--- config.mk ---
export PLATFORM = sky130hd
export DESIGN_NAME = crtc_dmac
export DESIGN_NICKNAME = d
export VERILOG_FILES = /design/src/rtl/crtc_dmac_pkg.sv /design/src/rtl/crtc_dmac_regs.sv /design/src/rtl/crtc_dmac.sv
export SDC_FILE = /design/constraint.sdc
export NUM_CORES = 1
export LEC_CHECK = 0
export CORE_MARGIN = 1.5
export CORE_UTILIZATION = 55
export CTS_BUF_LIST = sky130_fd_sc_hd__clkbuf_8
export DETAILED_ROUTE_END_ITERATION = 6
export GPL_TIMING_DRIVEN = 0
export PLACE_DENSITY = 0.8
export SLEW_MARGIN = 30
export SYNTH_ARGS = -nofsm -noshare
export SYNTH_HDL_FRONTEND = slang
export SYNTH_HIERARCHICAL = 1
export SYNTH_SLANG_ARGS = --single-unit
--- constraint.sdc ---
create_clock -name clk -period 2.5 [get_ports clk]
set_input_delay 0.625 -clock clk [delete_from_list [all_inputs] [get_ports clk]]
set_output_delay 0.625 -clock clk [all_outputs]
set_load 0.01 [all_outputs]
--- src/rtl/crtc_dmac_pkg.sv ---
// Shared definitions for the CRTC row-fetch DMA controller:
// register selects, mode/status bit positions and FSM state encoding.
package crtc_dmac_pkg;

    localparam logic [1:0] REG_ADR  = 2'd0;
    localparam logic [1:0] REG_CNT  = 2'd1;
    localparam logic [1:0] REG_MODE = 2'd2;

    localparam int MODE_EN_BIT     = 0;
    localparam int MODE_AUTO_BIT   = 7;
    localparam int STAT_BUSREQ_BIT = 0;
    localparam int STAT_TC_BIT     = 3;
    localparam int STAT_EN_BIT     = 4;

    typedef enum logic [1:0] {
        ST_IDLE = 2'd0,
        ST_REQ  = 2'd1,
        ST_ADDR = 2'd2,
        ST_XFER = 2'd3
    } state_e;

endpackage

--- src/rtl/crtc_dmac_regs.sv ---
// CPU-visible register file: base address/count behind a shared byte pointer,
// mode register, sticky TC flag with read-to-clear, and enable rising-edge detect.
module crtc_dmac_regs
    import crtc_dmac_pkg::*;
#(
    parameter int ADR_W = 16,
    parameter int CNT_W = 14
) (
    input  logic             clk,
    input  logic             reset_n,
    input  logic             io_we,
    input  logic             io_re,
    input  logic [1:0]       io_adr,
    input  logic [7:0]       io_wdata,
    output logic [7:0]       io_rdata,
    input  logic             busreq,
    input  logic             tc_set,
    input  logic             en_clr,
    input  logic [ADR_W-1:0] cur_adr,
    input  logic [CNT_W-1:0] cur_cnt,
    output logic [ADR_W-1:0] base_adr,
    output logic [CNT_W-1:0] base_cnt,
    output logic             enable,
    output logic             autoload,
    output logic             en_rise
);

    logic [ADR_W-1:0] base_adr_q, base_adr_d;
    logic [CNT_W-1:0] base_cnt_q, base_cnt_d;
    logic             byte_ff_q, byte_ff_d;
    logic             enable_q, enable_d;
    logic             autoload_q, autoload_d;
    logic             tc_flag_q, tc_flag_d;
    logic [7:0]       io_rdata_q, io_rdata_d;

    logic        ptr_acc;
    logic        wr_mode;
    logic        rd_mode;
    logic [15:0] cur_adr16;
    logic [15:0] cur_cnt16;

    assign cur_adr16 = 16'(cur_adr);
    assign cur_cnt16 = 16'(cur_cnt);

    assign ptr_acc = (io_we | io_re) & ((io_adr == REG_ADR) | (io_adr == REG_CNT));
    assign wr_mode = io_we & (io_adr == REG_MODE);
    assign rd_mode = io_re & (io_adr == REG_MODE);
    assign en_rise = wr_mode & io_wdata[MODE_EN_BIT] & ~enable_q;

    always_comb begin
        base_adr_d = base_adr_q;
        base_cnt_d = base_cnt_q;
        byte_ff_d  = byte_ff_q;
        enable_d   = enable_q;
        autoload_d = autoload_q;
        tc_flag_d  = tc_flag_q;
        io_rdata_d = io_rdata_q;

        if (io_we && io_adr == REG_ADR) begin
            if (byte_ff_q) base_adr_d[ADR_W-1:8] = io_wdata[ADR_W-9:0];
            else           base_adr_d[7:0]       = io_wdata;
        end
        // Upper count byte keeps only the bits that fit the count field.
        if (io_we && io_adr == REG_CNT) begin
            if (byte_ff_q) base_cnt_d[CNT_W-1:8] = io_wdata[CNT_W-9:0];
            else           base_cnt_d[7:0]       = io_wdata;
        end

        if (ptr_acc) byte_ff_d = ~byte_ff_q;

        if (wr_mode) begin
            byte_ff_d  = 1'b0;
            enable_d   = io_wdata[MODE_EN_BIT];
            autoload_d = io_wdata[MODE_AUTO_BIT];
        end else if (en_clr) begin
            enable_d = 1'b0;
        end

        if (io_re) begin
            case (io_adr)
                REG_ADR:  io_rdata_d = byte_ff_q ? cur_adr16[15:8] : cur_adr16[7:0];
                REG_CNT:  io_rdata_d = byte_ff_q ? cur_cnt16[15:8] : cur_cnt16[7:0];
                REG_MODE: begin
                    io_rdata_d                  = 8'h00;
                    io_rdata_d[STAT_TC_BIT]     = tc_flag_q;
                    io_rdata_d[STAT_EN_BIT]     = enable_q;
                    io_rdata_d[STAT_BUSREQ_BIT] = busreq;
                end
                default:  io_rdata_d = 8'h00;
            endcase
        end

        // A terminal count landing on the clearing read wins.
        if (tc_set)       tc_flag_d = 1'b1;
        else if (rd_mode) tc_flag_d = 1'b0;
    end

    always_ff @(posedge clk or negedge reset_n) begin
        if (!reset_n) begin
            base_adr_q <= '0;
            base_cnt_q <= '0;
            byte_ff_q  <= 1'b0;
            enable_q   <= 1'b0;
            autoload_q <= 1'b0;
            tc_flag_q  <= 1'b0;
            io_rdata_q <= 8'h00;
        end else begin
            base_adr_q <= base_adr_d;
            base_cnt_q <= base_cnt_d;
            byte_ff_q  <= byte_ff_d;
            enable_q   <= enable_d;
            autoload_q <= autoload_d;
            tc_flag_q  <= tc_flag_d;
            io_rdata_q <= io_rdata_d;
        end
    end

    assign base_adr = base_adr_q;
    assign base_cnt = base_cnt_q;
    assign enable   = enable_q;
    assign autoload = autoload_q;
    assign io_rdata = io_rdata_q;

endmodule

--- src/rtl/crtc_dmac.sv ---
// Single-channel DMA for CRTC character-row fetch: bus handshake FSM,
// current address/count, and autoload at terminal count.
//
//   state   | meaning
//   IDLE    | no bus ownership, waiting for enable & drq
//   REQ     | busreq raised, waiting for busack
//   ADDR    | ram_adr driven, waiting RD_LAT cycles for read data
//   XFER    | dack (and tc on last byte), advance address/count
module crtc_dmac
    import crtc_dmac_pkg::*;
#(
    parameter int ADR_W  = 16,
    parameter int CNT_W  = 14,
    parameter int RD_LAT = 1
) (
    input  logic             clk,
    input  logic             reset_n,
    input  logic             io_we,
    input  logic             io_re,
    input  logic [1:0]       io_adr,
    input  logic [7:0]       io_wdata,
    output logic [7:0]       io_rdata,
    input  logic             drq,
    output logic             dack,
    output logic             tc,
    output logic             busreq,
    input  logic             busack,
    output logic [ADR_W-1:0] ram_adr,
    input  logic [7:0]       ram_data_in,
    output logic [7:0]       ram_data_out
);

    localparam logic [1:0] LAT_LOAD = 2'(RD_LAT - 1);

    state_e           state_q, state_d;
    logic [1:0]       lat_q, lat_d;
    logic             busreq_q, busreq_d;
    logic             dack_q, dack_d;
    logic             tc_q, tc_d;
    logic [ADR_W-1:0] cur_adr_q, cur_adr_d;
    logic [CNT_W-1:0] cur_cnt_q, cur_cnt_d;

    logic [ADR_W-1:0] base_adr;
    logic [CNT_W-1:0] base_cnt;
    logic             enable;
    logic             autoload;
    logic             en_rise;
    logic             tc_set;
    logic             en_clr;

    assign tc_set = (state_q == ST_XFER) & tc_q;
    assign en_clr = tc_set & ~autoload;

    crtc_dmac_regs #(
        .ADR_W (ADR_W),
        .CNT_W (CNT_W)
    ) u_regs (
        .clk      (clk),
        .reset_n  (reset_n),
        .io_we    (io_we),
        .io_re    (io_re),
        .io_adr   (io_adr),
        .io_wdata (io_wdata),
        .io_rdata (io_rdata),
        .busreq   (busreq_q),
        .tc_set   (tc_set),
        .en_clr   (en_clr),
        .cur_adr  (cur_adr_q),
        .cur_cnt  (cur_cnt_q),
        .base_adr (base_adr),
        .base_cnt (base_cnt),
        .enable   (enable),
        .autoload (autoload),
        .en_rise  (en_rise)
    );

    always_comb begin
        state_d   = state_q;
        lat_d     = lat_q;
        dack_d    = 1'b0;
        tc_d      = 1'b0;
        cur_adr_d = cur_adr_q;
        cur_cnt_d = cur_cnt_q;

        case (state_q)
            ST_IDLE: begin
                if (enable && drq) state_d = ST_REQ;
            end
            ST_REQ: begin
                if (!enable || !drq) begin
                    state_d = ST_IDLE;
                end else if (busack) begin
                    state_d = ST_ADDR;
                    lat_d   = LAT_LOAD;
                end
            end
            ST_ADDR: begin
                // Losing the grant abandons this fetch; the same byte is retried.
                if (!busack) begin
                    state_d = ST_REQ;
                end else if (lat_q == 2'd0) begin
                    state_d = ST_XFER;
                    dack_d  = 1'b1;
                    tc_d    = (cur_cnt_q == '0);
                end else begin
                    lat_d = lat_q - 2'd1;
                end
            end
            ST_XFER: begin
                cur_adr_d = cur_adr_q + ADR_W'(1);
                cur_cnt_d = cur_cnt_q - CNT_W'(1);
                if (tc_q) begin
                    state_d = ST_IDLE;
                    if (autoload) begin
                        cur_adr_d = base_adr;
                        cur_cnt_d = base_cnt;
                    end
                end else if (drq && enable && busack) begin
                    state_d = ST_ADDR;
                    lat_d   = LAT_LOAD;
                end else begin
                    state_d = ST_IDLE;
                end
            end
            default: state_d = ST_IDLE;
        endcase

        if (en_rise) begin
            cur_adr_d = base_adr;
            cur_cnt_d = base_cnt;
        end

        busreq_d = (state_d != ST_IDLE);
    end

    always_ff @(posedge clk or negedge reset_n) begin
        if (!reset_n) begin
            state_q   <= ST_IDLE;
            lat_q     <= 2'd0;
            busreq_q  <= 1'b0;
            dack_q    <= 1'b0;
            tc_q      <= 1'b0;
            cur_adr_q <= '0;
            cur_cnt_q <= '0;
        end else begin
            state_q   <= state_d;
            lat_q     <= lat_d;
            busreq_q  <= busreq_d;
            dack_q    <= dack_d;
            tc_q      <= tc_d;
            cur_adr_q <= cur_adr_d;
            cur_cnt_q <= cur_cnt_d;
        end
    end

    assign busreq       = busreq_q;
    assign dack         = dack_q;
    assign tc           = tc_q;
    assign ram_adr      = cur_adr_q;
    assign ram_data_out = dack_q ? ram_data_in : 8'h00;

endmodule

==> impl_results.md, run 1 <==
- Synthesized area: 4170 sq um
- Cell count after synthesis: 393
- Clk root buf: clkbuf_8
- Clock Pin Slew Worst Setup and Hold Paths: 0.08 ns
- I/O Pins: 59
- Dpl cells: 551
- Detailed Place HPWL: 8.23 mm
- Max incr delay on CP: 0.55 ns
- Sequential share of the synthesized area: 47.4%
- Worst setup EP type: flop
- Unrepaired setup endpoints after global routing: no
- Syn Area/Cell: 10.6 sq um
- Sequence of cells on the critical path: clkdlybuf4s50_1 > nor3b_4 > buf_4 > a21oi_4 > nor2_2 > a22o_1 > or3b_2
- PD cells: 798 nW/um^2
- Site Rows: 31
- Delay-heaviest family, CP: simple AND/OR/NAND/NOR gates
- Period minus WS final: 2.42 ns
- Total number of vias: 3683
- All-Layer GR Usage: 30.6%
- DRC viols: 0
- Req. time, crit path: 2.74 ns
- Top cell type by total area after synthesis: dfrtp_1
- Final wirelength: 11.8 mm
- Tcrit/Tclk final: 96.7%
- Relative slew slack: 59.6%
- Diodes inserted: 0
- Clock sink total: 79
- Crit. Startpoint: io_wdata[0]
- Final setup violating endpoints: 0
- Routed Antenna Nets: 0
- Reg2reg start: cur_cnt_q[0]$_DFFE_PN0P_
- Most frequent cells after synthesis: dfrtp_1 (79), mux2_2 (40), a21oi_1 (24), nand2_1 (24), nor2_1 (20)
- Hold crit path type: primary input to asynchronous set/reset pin
- Worst path slowest cell: clkdlybuf4s50_1
- Final net count: 494
- Stages on worst setup path: 7
- Post-synth top area share: 47.4%
- Area Overhead vs Synth: 24.3%
- Crit path arrival time: 2.65 ns
- Ys async rst share: 100%
- Global placer's final weighted congestion: 0.937
- Final Hold Viols: 0
- Clock buffer depth: 2
- Die ar.: 8110 sq um
- Predominant post-synthesis flop cell: dfrtp_1
- Share of layout cells above drive strength 1: 20.6%
- Worst hold margin: 0.280 ns
- Synth warn: 6
- CTS buffer count: 9
- # H-tree levels: 3
- Gr ovfl total: 0
- Largest fanout on the critical path: 8
- Clk_lat worst skew: 0.36 ns
- Die X: 90.1 um
- Post-Syn Nets: 420
- Initial Util: 57.2%
- Most frequent cell after synthesis: dfrtp_1
- Worst setup endpoint: ram_adr[15]$_DFFE_PN0P_
- Chip height: 90.1 um
- Initial antenna violation count: 0
- Register bit total from synthesis: 79
- Core box area: 7290 sq um
- Max-cap viol count: 0
- EDFF count, synth: 0
- WS Path Type: primary input to flop
- Fin Clk Skew: 0.0102 ns
- Post-synth cell types: 63
- Largest net degree at the start of global routing: 48
- Post-layout utilization of the core: 71.1%
- Status: finished, final reports clean
- RR Endpoint: cur_cnt_q[12]$_DFFE_PN0P_
- Post-Layout Cell Count: 570
- Crit path buffers/inverters: 2
- CTS tree: yes
- WL/cell: 20.6 um
- Initial DRT Pass Iterations: 5
- R2R cell count: 7
- Worst-case vdd ir drop: 0.000571 V
- Fillcell total: 548
- Worst-Margin Slew: 0.606 ns
- Pins over their slew limit: 0
- Static leakage: 2.16 nW
- Largest cells by area after synthesis: dfrtp_1 (47%), mux2_2 (11%), a21oi_1 (2.9%)
- Routed vias/inst: 6.46
- Kind of start point of the critical path: primary input
- R2r setup slk: 0.32 ns
- Port buffer count: 58
- Drt first-iter violations: 388
- Number of global-route vias before repair: 3650
- First-pass GRT wire length: 19.3 mm
- F_max: 414 MHz
routing by layer:
layer | global-route usage, % | wire length, um | vias up
met5 | 0 | 0 | -
met4 | 12.4 | 350 | 0
met3 | 6.94 | 973 | 29
met2 | 47.3 | 5480 | 201
met1 | 41.8 | 4960 | 1825
li1 | - | - | 1628
area by class of cell:
type	count	area, sq um	share of cell area (%)
plain buffers	20	141	2.73
clock buffers	9	124	2.39
clock inverters	6	103	1.98
inverters	13	48.8	0.942
multi-input cells	281	2040	39.4
flip-flops and latches	79	1980	38.1
well taps	99	124	2.39
repair buffers	63	622	12.0
registers in the layout (all words and copies together), names as in the netlist:
signal and flops:
ram_adr 16, u_regs/io_rdata 8, u_regs/autoload 1, busreq 1
u_regs/enable 1, lat_q 2, cur_cnt_q 14, tc 1
state_q 2, u_regs/tc_flag_q 1, u_regs/byte_ff_q 1, u_regs/base_adr 16
dack 1, u_regs/base_cnt 14
repair_timing:
action                                  in CTS  in global routing
resized for setup                           16                  9
hold buffers                                 0                  0
pin swaps                                    1                  1
endpoints found under the setup margin      30                 14
setup buffers                                2                  2
cells by family after synthesis:
group	share of synthesized area (%)
simple gates	17.5
mux	12.8
buf+inv	4.29
fa+ha+maj	0.900
compound gates	17.1
flops	47.4
through the flow:
stage               total power, mW  setup WS (ns)  area, sq um  setup TNS [ns]
floorplan                      2.49          0.189         4170               0
global placement               2.95          -1.94         4870         -177.48
detailed placement             3.00          -1.14         4890          -25.37
CTS                            4.12         0.0434         5170               0
global route                   4.35       0.000869         5180               0
finish                         4.14         0.0826         5180               0
layout by cell type (no fill, tap or decap), types with 7 or more instances in the layout:
| master | Yosys | routed |
|---|---|---|
| dfrtp_1 | 79 | 79 |
| a21oi_1 | 24 | 23 |
| and2_1 | 10 | 10 |
| inv_1 | 13 | 14 |
| clkdlybuf4s50_1 | 0 | 54 |
| a22oi_1 | 7 | 7 |
| nand2_1 | 24 | 23 |
| buf_4 | 1 | 7 |
| o211ai_1 | 7 | 7 |
| nand3_1 | 17 | 17 |
| o22ai_1 | 8 | 8 |
| o21ai_0 | 17 | 17 |
| mux2_2 | 40 | 40 |
| nor2_1 | 20 | 19 |
| clkbuf_8 | 0 | 9 |
| clkbuf_2 | 0 | 7 |
| and3_1 | 7 | 7 |
worst min-delay path by stage:
stage	startpoint	endpoint	cells after the start
CTS	reset_n	cur_cnt_q[0]$_DFFE_PN0P_	1
global route	reset_n	u_regs/base_adr[0]$_DFFE_PN0P_	1
detailed placement	u_regs/tc_flag_q$_DFFE_PN0P_	u_regs/tc_flag_q$_DFFE_PN0P_	1
finish	reset_n	cur_cnt_q[0]$_DFFE_PN0P_	1
floorplan	reset_n	busreq$_DFF_PN0_	0
global placement	u_regs/tc_flag_q$_DFFE_PN0P_	u_regs/tc_flag_q$_DFFE_PN0P_	1
worst register-to-register path: cells and delay by family (launching register included):
| family | cells | cell delay (ns) |
|---|---|---|
| fa+ha+maj | 1 | 0.20 |
| buf+inv | 2 | 0.27 |
| simple gates | 2 | 0.70 |
| flops | 1 | 0.45 |
| compound gates | 2 | 0.50 |
power breakdown:
part / internal [mW] / switching (mW)
Sequential: 1.59 / 0.368
Combinational: 0.589 / 0.480
Clock: 0.649 / 0.459
Total: 2.83 / 1.31
No activity file was read; power rests on OpenSTA's default activity.
==> run 2: changes to the inputs <==
- CTS_CLUSTER_SIZE: not set -> 40
==> results of run 2 <==
The final DEF is identical to that of run 1; final timing and power are the same.
